File: src/rtl/sensor_debouncer.sv
// Debounces the raw active-low fork and crank hall switch lines for the sensor manager.
// Optional stuck-low detection is compiled in when SENSOR_STUCK_DETECT_EN is defined.
module sensor_debouncer #(
   parameter int DEBOUNCE_CYCLES = 64,
   parameter int STUCK_CYCLES    = 64000
) (
   input  logic HCLK,
   input  logic HRESETn,
   input  logic nFork_raw,
   input  logic nCrank_raw,
   output logic nFork_clean,
   output logic nCrank_clean,
   output logic fork_stuck,
   output logic crank_stuck
);

`ifdef SENSOR_STUCK_DETECT_EN
   localparam int CNT_MAX = STUCK_CYCLES;
   typedef enum logic [2:0] {RELEASED, PRESS_CHK, PRESSED, RELEASE_CHK, STUCK} state_t;
`else
   localparam int CNT_MAX = DEBOUNCE_CYCLES;
   typedef enum logic [1:0] {RELEASED, PRESS_CHK, PRESSED, RELEASE_CHK} state_t;
`endif

   localparam int CW = $clog2(CNT_MAX + 1);
   localparam logic [CW-1:0] CNT_SAT = CW'(CNT_MAX);
   localparam logic [CW-1:0] DB_LAST = CW'(DEBOUNCE_CYCLES - 1);
`ifdef SENSOR_STUCK_DETECT_EN
   localparam logic [CW-1:0] STUCK_LAST = CW'(STUCK_CYCLES - 1);
`endif

   if (DEBOUNCE_CYCLES < 2 || DEBOUNCE_CYCLES > 255 || STUCK_CYCLES <= DEBOUNCE_CYCLES) begin : g_bad_params
      $error("sensor_debouncer: illegal DEBOUNCE_CYCLES/STUCK_CYCLES");
   end

   // Bit 0 is the fork channel, bit 1 the crank channel.
   logic [1:0]    sync1_q, sync1_d;
   logic [1:0]    sync2_q, sync2_d;
   logic [1:0]    clean_q, clean_d;
   logic [1:0]    stuck_d;
   state_t        state_q [2];
   state_t        state_d [2];
   logic [CW-1:0] cnt_q [2];
   logic [CW-1:0] cnt_d [2];

   function automatic logic [CW-1:0] sat_inc(input logic [CW-1:0] v);
      return (v == CNT_SAT) ? v : v + CW'(1);
   endfunction

   always_comb begin
      sync1_d = {nCrank_raw, nFork_raw};
      sync2_d = sync1_q;
      for (int i = 0; i < 2; i++) begin
         state_d[i] = state_q[i];
         cnt_d[i]   = cnt_q[i];
         case (state_q[i])
            RELEASED: begin
               if (!sync2_q[i]) begin
                  state_d[i] = PRESS_CHK;
                  cnt_d[i]   = CW'(1);
               end else begin
                  cnt_d[i] = '0;
               end
            end
            PRESS_CHK: begin
               if (sync2_q[i]) begin
                  state_d[i] = RELEASED;
                  cnt_d[i]   = '0;
               end else if (cnt_q[i] == DB_LAST) begin
                  state_d[i] = PRESSED;
                  cnt_d[i]   = '0;
               end else begin
                  cnt_d[i] = sat_inc(cnt_q[i]);
               end
            end
            PRESSED: begin
               if (sync2_q[i]) begin
                  state_d[i] = RELEASE_CHK;
                  cnt_d[i]   = CW'(1);
`ifdef SENSOR_STUCK_DETECT_EN
               end else if (cnt_q[i] == STUCK_LAST) begin
                  state_d[i] = STUCK;
                  cnt_d[i]   = '0;
`endif
               end else begin
                  cnt_d[i] = sat_inc(cnt_q[i]);
               end
            end
            RELEASE_CHK: begin
               if (!sync2_q[i]) begin
                  state_d[i] = PRESSED;
                  cnt_d[i]   = '0;
               end else if (cnt_q[i] == DB_LAST) begin
                  state_d[i] = RELEASED;
                  cnt_d[i]   = '0;
               end else begin
                  cnt_d[i] = sat_inc(cnt_q[i]);
               end
            end
`ifdef SENSOR_STUCK_DETECT_EN
            // Parked magnet: wait for a clean release before counting again.
            STUCK: begin
               if (!sync2_q[i]) begin
                  cnt_d[i] = '0;
               end else if (cnt_q[i] == DB_LAST) begin
                  state_d[i] = RELEASED;
                  cnt_d[i]   = '0;
               end else begin
                  cnt_d[i] = sat_inc(cnt_q[i]);
               end
            end
`endif
            default: begin
               state_d[i] = RELEASED;
               cnt_d[i]   = '0;
            end
         endcase
         clean_d[i] = !((state_q[i] == PRESSED) || (state_q[i] == RELEASE_CHK));
`ifdef SENSOR_STUCK_DETECT_EN
         stuck_d[i] = (state_q[i] == STUCK);
`else
         stuck_d[i] = 1'b0;
`endif
      end
   end

   always_ff @(posedge HCLK or negedge HRESETn) begin
      if (!HRESETn) begin
         sync1_q <= '1;
         sync2_q <= '1;
         clean_q <= '1;
         state_q <= '{RELEASED, RELEASED};
         cnt_q   <= '{default: '0};
      end else begin
         sync1_q <= sync1_d;
         sync2_q <= sync2_d;
         clean_q <= clean_d;
         state_q <= state_d;
         cnt_q   <= cnt_d;
      end
   end

`ifdef SENSOR_STUCK_DETECT_EN
   logic [1:0] stuck_q;

   always_ff @(posedge HCLK or negedge HRESETn) begin
      if (!HRESETn) begin
         stuck_q <= '0;
      end else begin
         stuck_q <= stuck_d;
      end
   end

   assign fork_stuck  = stuck_q[0];
   assign crank_stuck = stuck_q[1];
`else
   assign fork_stuck  = stuck_d[0];
   assign crank_stuck = stuck_d[1];
`endif

   assign nFork_clean  = clean_q[0];
   assign nCrank_clean = clean_q[1];

endmodule
File: config.mk
export PLATFORM = sky130hd
export DESIGN_NAME = sensor_debouncer
export DESIGN_NICKNAME = d
export VERILOG_FILES = /design/src/rtl/sensor_debouncer.sv
export SDC_FILE = /design/constraint.sdc
export NUM_CORES = 1
export LEC_CHECK = 0
export CORE_MARGIN = 2
export CORE_UTILIZATION = 56
export DETAILED_ROUTE_END_ITERATION = 10
export HOLD_SLACK_MARGIN = 0.1
export PLACE_DENSITY = 0.75
export SYNTH_ARGS = -nofsm -noshare
export SYNTH_HDL_FRONTEND = slang
export SYNTH_SLANG_ARGS = --single-unit
File: constraint.sdc
create_clock -name HCLK -period 2.2 [get_ports HCLK]
set_input_delay 0.33 -clock HCLK [delete_from_list [all_inputs] [get_ports HCLK]]
set_output_delay 0.33 -clock HCLK [all_outputs]
set_load 0.01 [all_outputs]
==> impl_metrics.toml <==
[placed_design]
io_buffers = 5
dp_hpwl_mm = 1.420
gp_congestion = 0.7438
pre_cts_slack_ps = 475.1

[cells_and_area]
nets = 135
post_route_cells_drive_above_1_share_pct = 12.70
antenna_cells = 0
seq_area_um2 = 608.1
multiInputGateArea_um2 = 523.0
area_growth_pct = 9.418
n_fill_cell = 143

[sta]
timing.final.hold_violations = 0
holdWs_ps = 352.9
slew-limit-headroom_pct = 66.01
fin_crit_ps = 1752
timing.setup.tns_ps = 0
setup_viol = 0
report.final.slew_viol_count = 0
rsz0062_at_grt = "false"
worst_slack_ps = 448.5
worst_slew_pin_slew_ps = 502.7
finalClockSkew_ps = 11.36
fin_crit_sh_pct = 79.62
fmax_mhz = 570.9

[power]
leakage_uw = 0.0005679
power-per-cell-area_mw_per_mm2 = 554.0
peakVddDrop_v = 0.0004421

[logic_synthesis]
synth_area_mm2 = 0.001182
syn_area_per_cell_um2 = 10.11
synth_seq_area_share_pct = 51.43
synth_cell_types = 30
synthCells = 117
synth-seq-cells = 24
yosysWarnings = 0

[min_path]
holdCritPathClass = "primary input to asynchronous set/reset pin"

[worst_setup_path]
r2r_slack_ps = 450
worstSetupPathType = "flip-flop to flip-flop"
cp.arrival_ps = 1970
critPathMaxFanout = 5
r2r_cells = 6
cp.required_ps = 2420
timing.rr.start = "cnt_q[7]"
r2r_end = "cnt_q[7]"
startpoint_type = "flip-flop"
endpoint_kind = "flip-flop"

[global_route]
grt_max_degree = 25
grt_usage_pct = 19.08
grt_pass1_vias = 833
overflow = 0
antenna_found_initial = 0
grt_first_pass_wirelength_mm = 3.588

[drt]
routed_wl_mm = 1.889
via_count = 808
firstDrtPassIters = 4
post_drt_wl_per_cell_um = 12.35
drc_errors = 0
ant_nets = 0
drt_iter0_markers = 13
viasPerCell = 5.281

[clocking]
hold_buffers = 0
path_clk_slew_ps = 130
h-tree-depth = 1
clockRootBuffer = "clkbuf_4"
cts_sinks = 24
cts_tree = "built"
cts_made_buffers = 3
clk_path_buf_depth = 2
clk_latency_ps = 320
ctsResizeCount = 0
postCtsSetupRepairBufs = 0

[floorplan]
die_h_um = 49.95
die_x_um = 49.95
die_area_mm2 = 0.002495
start_util_pct = 59.66
core_area_mm2 = 0.001982
ioPinCount = 8
placementRows = 16

[run]
maxCapViolCount = 0

[status]
status = "finished, final reports clean"
==> layer usage <==
| layer | part of all wire (%) | track usage [%] | up-vias |
|---|---|---|---|
| met1 | 45 | 23.06 | 387 |
| met2 | 51 | 32.00 | 10 |
| met5 | 0 | 0 | - |
| li1 | - | - | 408 |
| met3 | 2.2 | 3.939 | 3 |
| met4 | 1.5 | 9.722 | 0 |
==> where the power goes <==
part           internal (uW)  switching (uW)
Clock                   70.9             126
Sequential               455            10.1
Combinational           25.5            29.3
==> synthesized netlist by cell type <==
cell type,n,area [um^2]
xor2_1,4,35.03
nor2b_1,1,6.260
buf_4,2,15.01
dfstp_2,6,157.7
and3b_2,1,10.01
conb_1,1,3.750
or4b_4,1,13.76
nor3_1,3,15.01
or3b_2,2,17.52
nor2_1,14,52.55
a21oi_1,5,25.02
o21ai_0,5,25.02
or4b_1,1,10.01
o211ai_1,1,7.510
ha_1,4,50.05
nand2_1,4,15.01
buf_2,2,10.01
or3_1,1,6.260
xnor2_1,6,52.55
a211oi_1,1,7.510
inv_1,8,30.03
and3_1,5,31.28
nor3b_1,1,7.510
mux2i_1,2,20.02
nand3_1,10,50.05
a22oi_1,2,15.01
nand2b_1,4,25.02
and3b_1,1,8.760
dfrtp_1,18,450.4
nor4b_1,1,8.760
==> layout by cell type (no fill, tap or decap), types with 2 or more instances in the layout <==
cell type | netlist | final
a21oi_1 | 5 | 5
a22oi_1 | 2 | 2
and3_1 | 5 | 5
buf_4 | 2 | 3
clkbuf_4 | 0 | 3
clkdlybuf4s50_1 | 0 | 5
conb_1 | 1 | 2
dfrtp_1 | 18 | 18
dfstp_2 | 6 | 6
ha_1 | 4 | 4
inv_1 | 8 | 8
mux2i_1 | 2 | 2
nand2_1 | 4 | 4
nand2b_1 | 4 | 4
nand3_1 | 10 | 10
nor2_1 | 14 | 14
nor3_1 | 3 | 3
o21ai_0 | 5 | 5
or3b_2 | 2 | 2
xnor2_1 | 6 | 6
xor2_1 | 4 | 4
==> sequential cells by signal, summed over array words and instances (netlist names), named ones only <==
register / cells
state_q: 2
clean_q: 2
sync2_q: 2
sync1_q: 2
cnt_q: 14
==> cell type report <==
class / count / area share [%]
inverters: 8 / 2.321
flip-flops and latches: 24 / 47.00
multi-input cells: 82 / 40.43
repair buffers: 8 / 5.609
clock buffers: 4 / 2.031
well taps: 27 / 2.611
==> worst max-delay path by stage <==
stage             start  endpoint  slack [ps]  depth (start not counted)
2_1_floorplan  cnt_q[7]  cnt_q[7]         560                          6
3_3_place_gp   cnt_q[7]  cnt_q[7]         520                          6
3_5_place_dp   cnt_q[7]  cnt_q[7]         480                          6
4_1_cts        cnt_q[7]  cnt_q[7]         450                          6
5_1_grt        cnt_q[7]  cnt_q[7]         330                          6
6_report       cnt_q[7]  cnt_q[7]         450                          6
==> worst max-delay path, stage by stage, from the launching register on <==
cell	delay, ps
dfrtp_1	440
inv_1	70
ha_1	130
or4b_4	460
or3_1	320
a22oi_1	170
nor2_1	70
==> kinds of logic after synthesis <==
logic type | count (synthesis) | share of synthesized area, %
other | 1 | 0.3172
AND/OR/NAND/NOR | 50 | 23.49
flip-flops | 24 | 51.43
buffers and inverters | 12 | 4.656
XOR/XNOR | 10 | 7.407
multiplexers | 2 | 1.693
adder cells (fa/ha/maj) | 4 | 4.233
AO/OA/AOI/OAI | 14 | 6.772
==> through the flow <==
| stage | power [uW] | util (%) | area (um^2) | cells |
|---|---|---|---|---|
| finish | 716.7 | 65.28 | 1294 | 153 |
| global route | 757.4 | 65.28 | 1294 | 153 |
| CTS | 726.7 | 65.28 | 1294 | 153 |
| detailed placement | 528.7 | 63.95 | 1267 | 149 |
| global placement | 524.7 | 63.95 | 1267 | 149 |
| floorplan | 504.1 | - | 1186 | 118 |
Power figures use the tool's default switching activity.
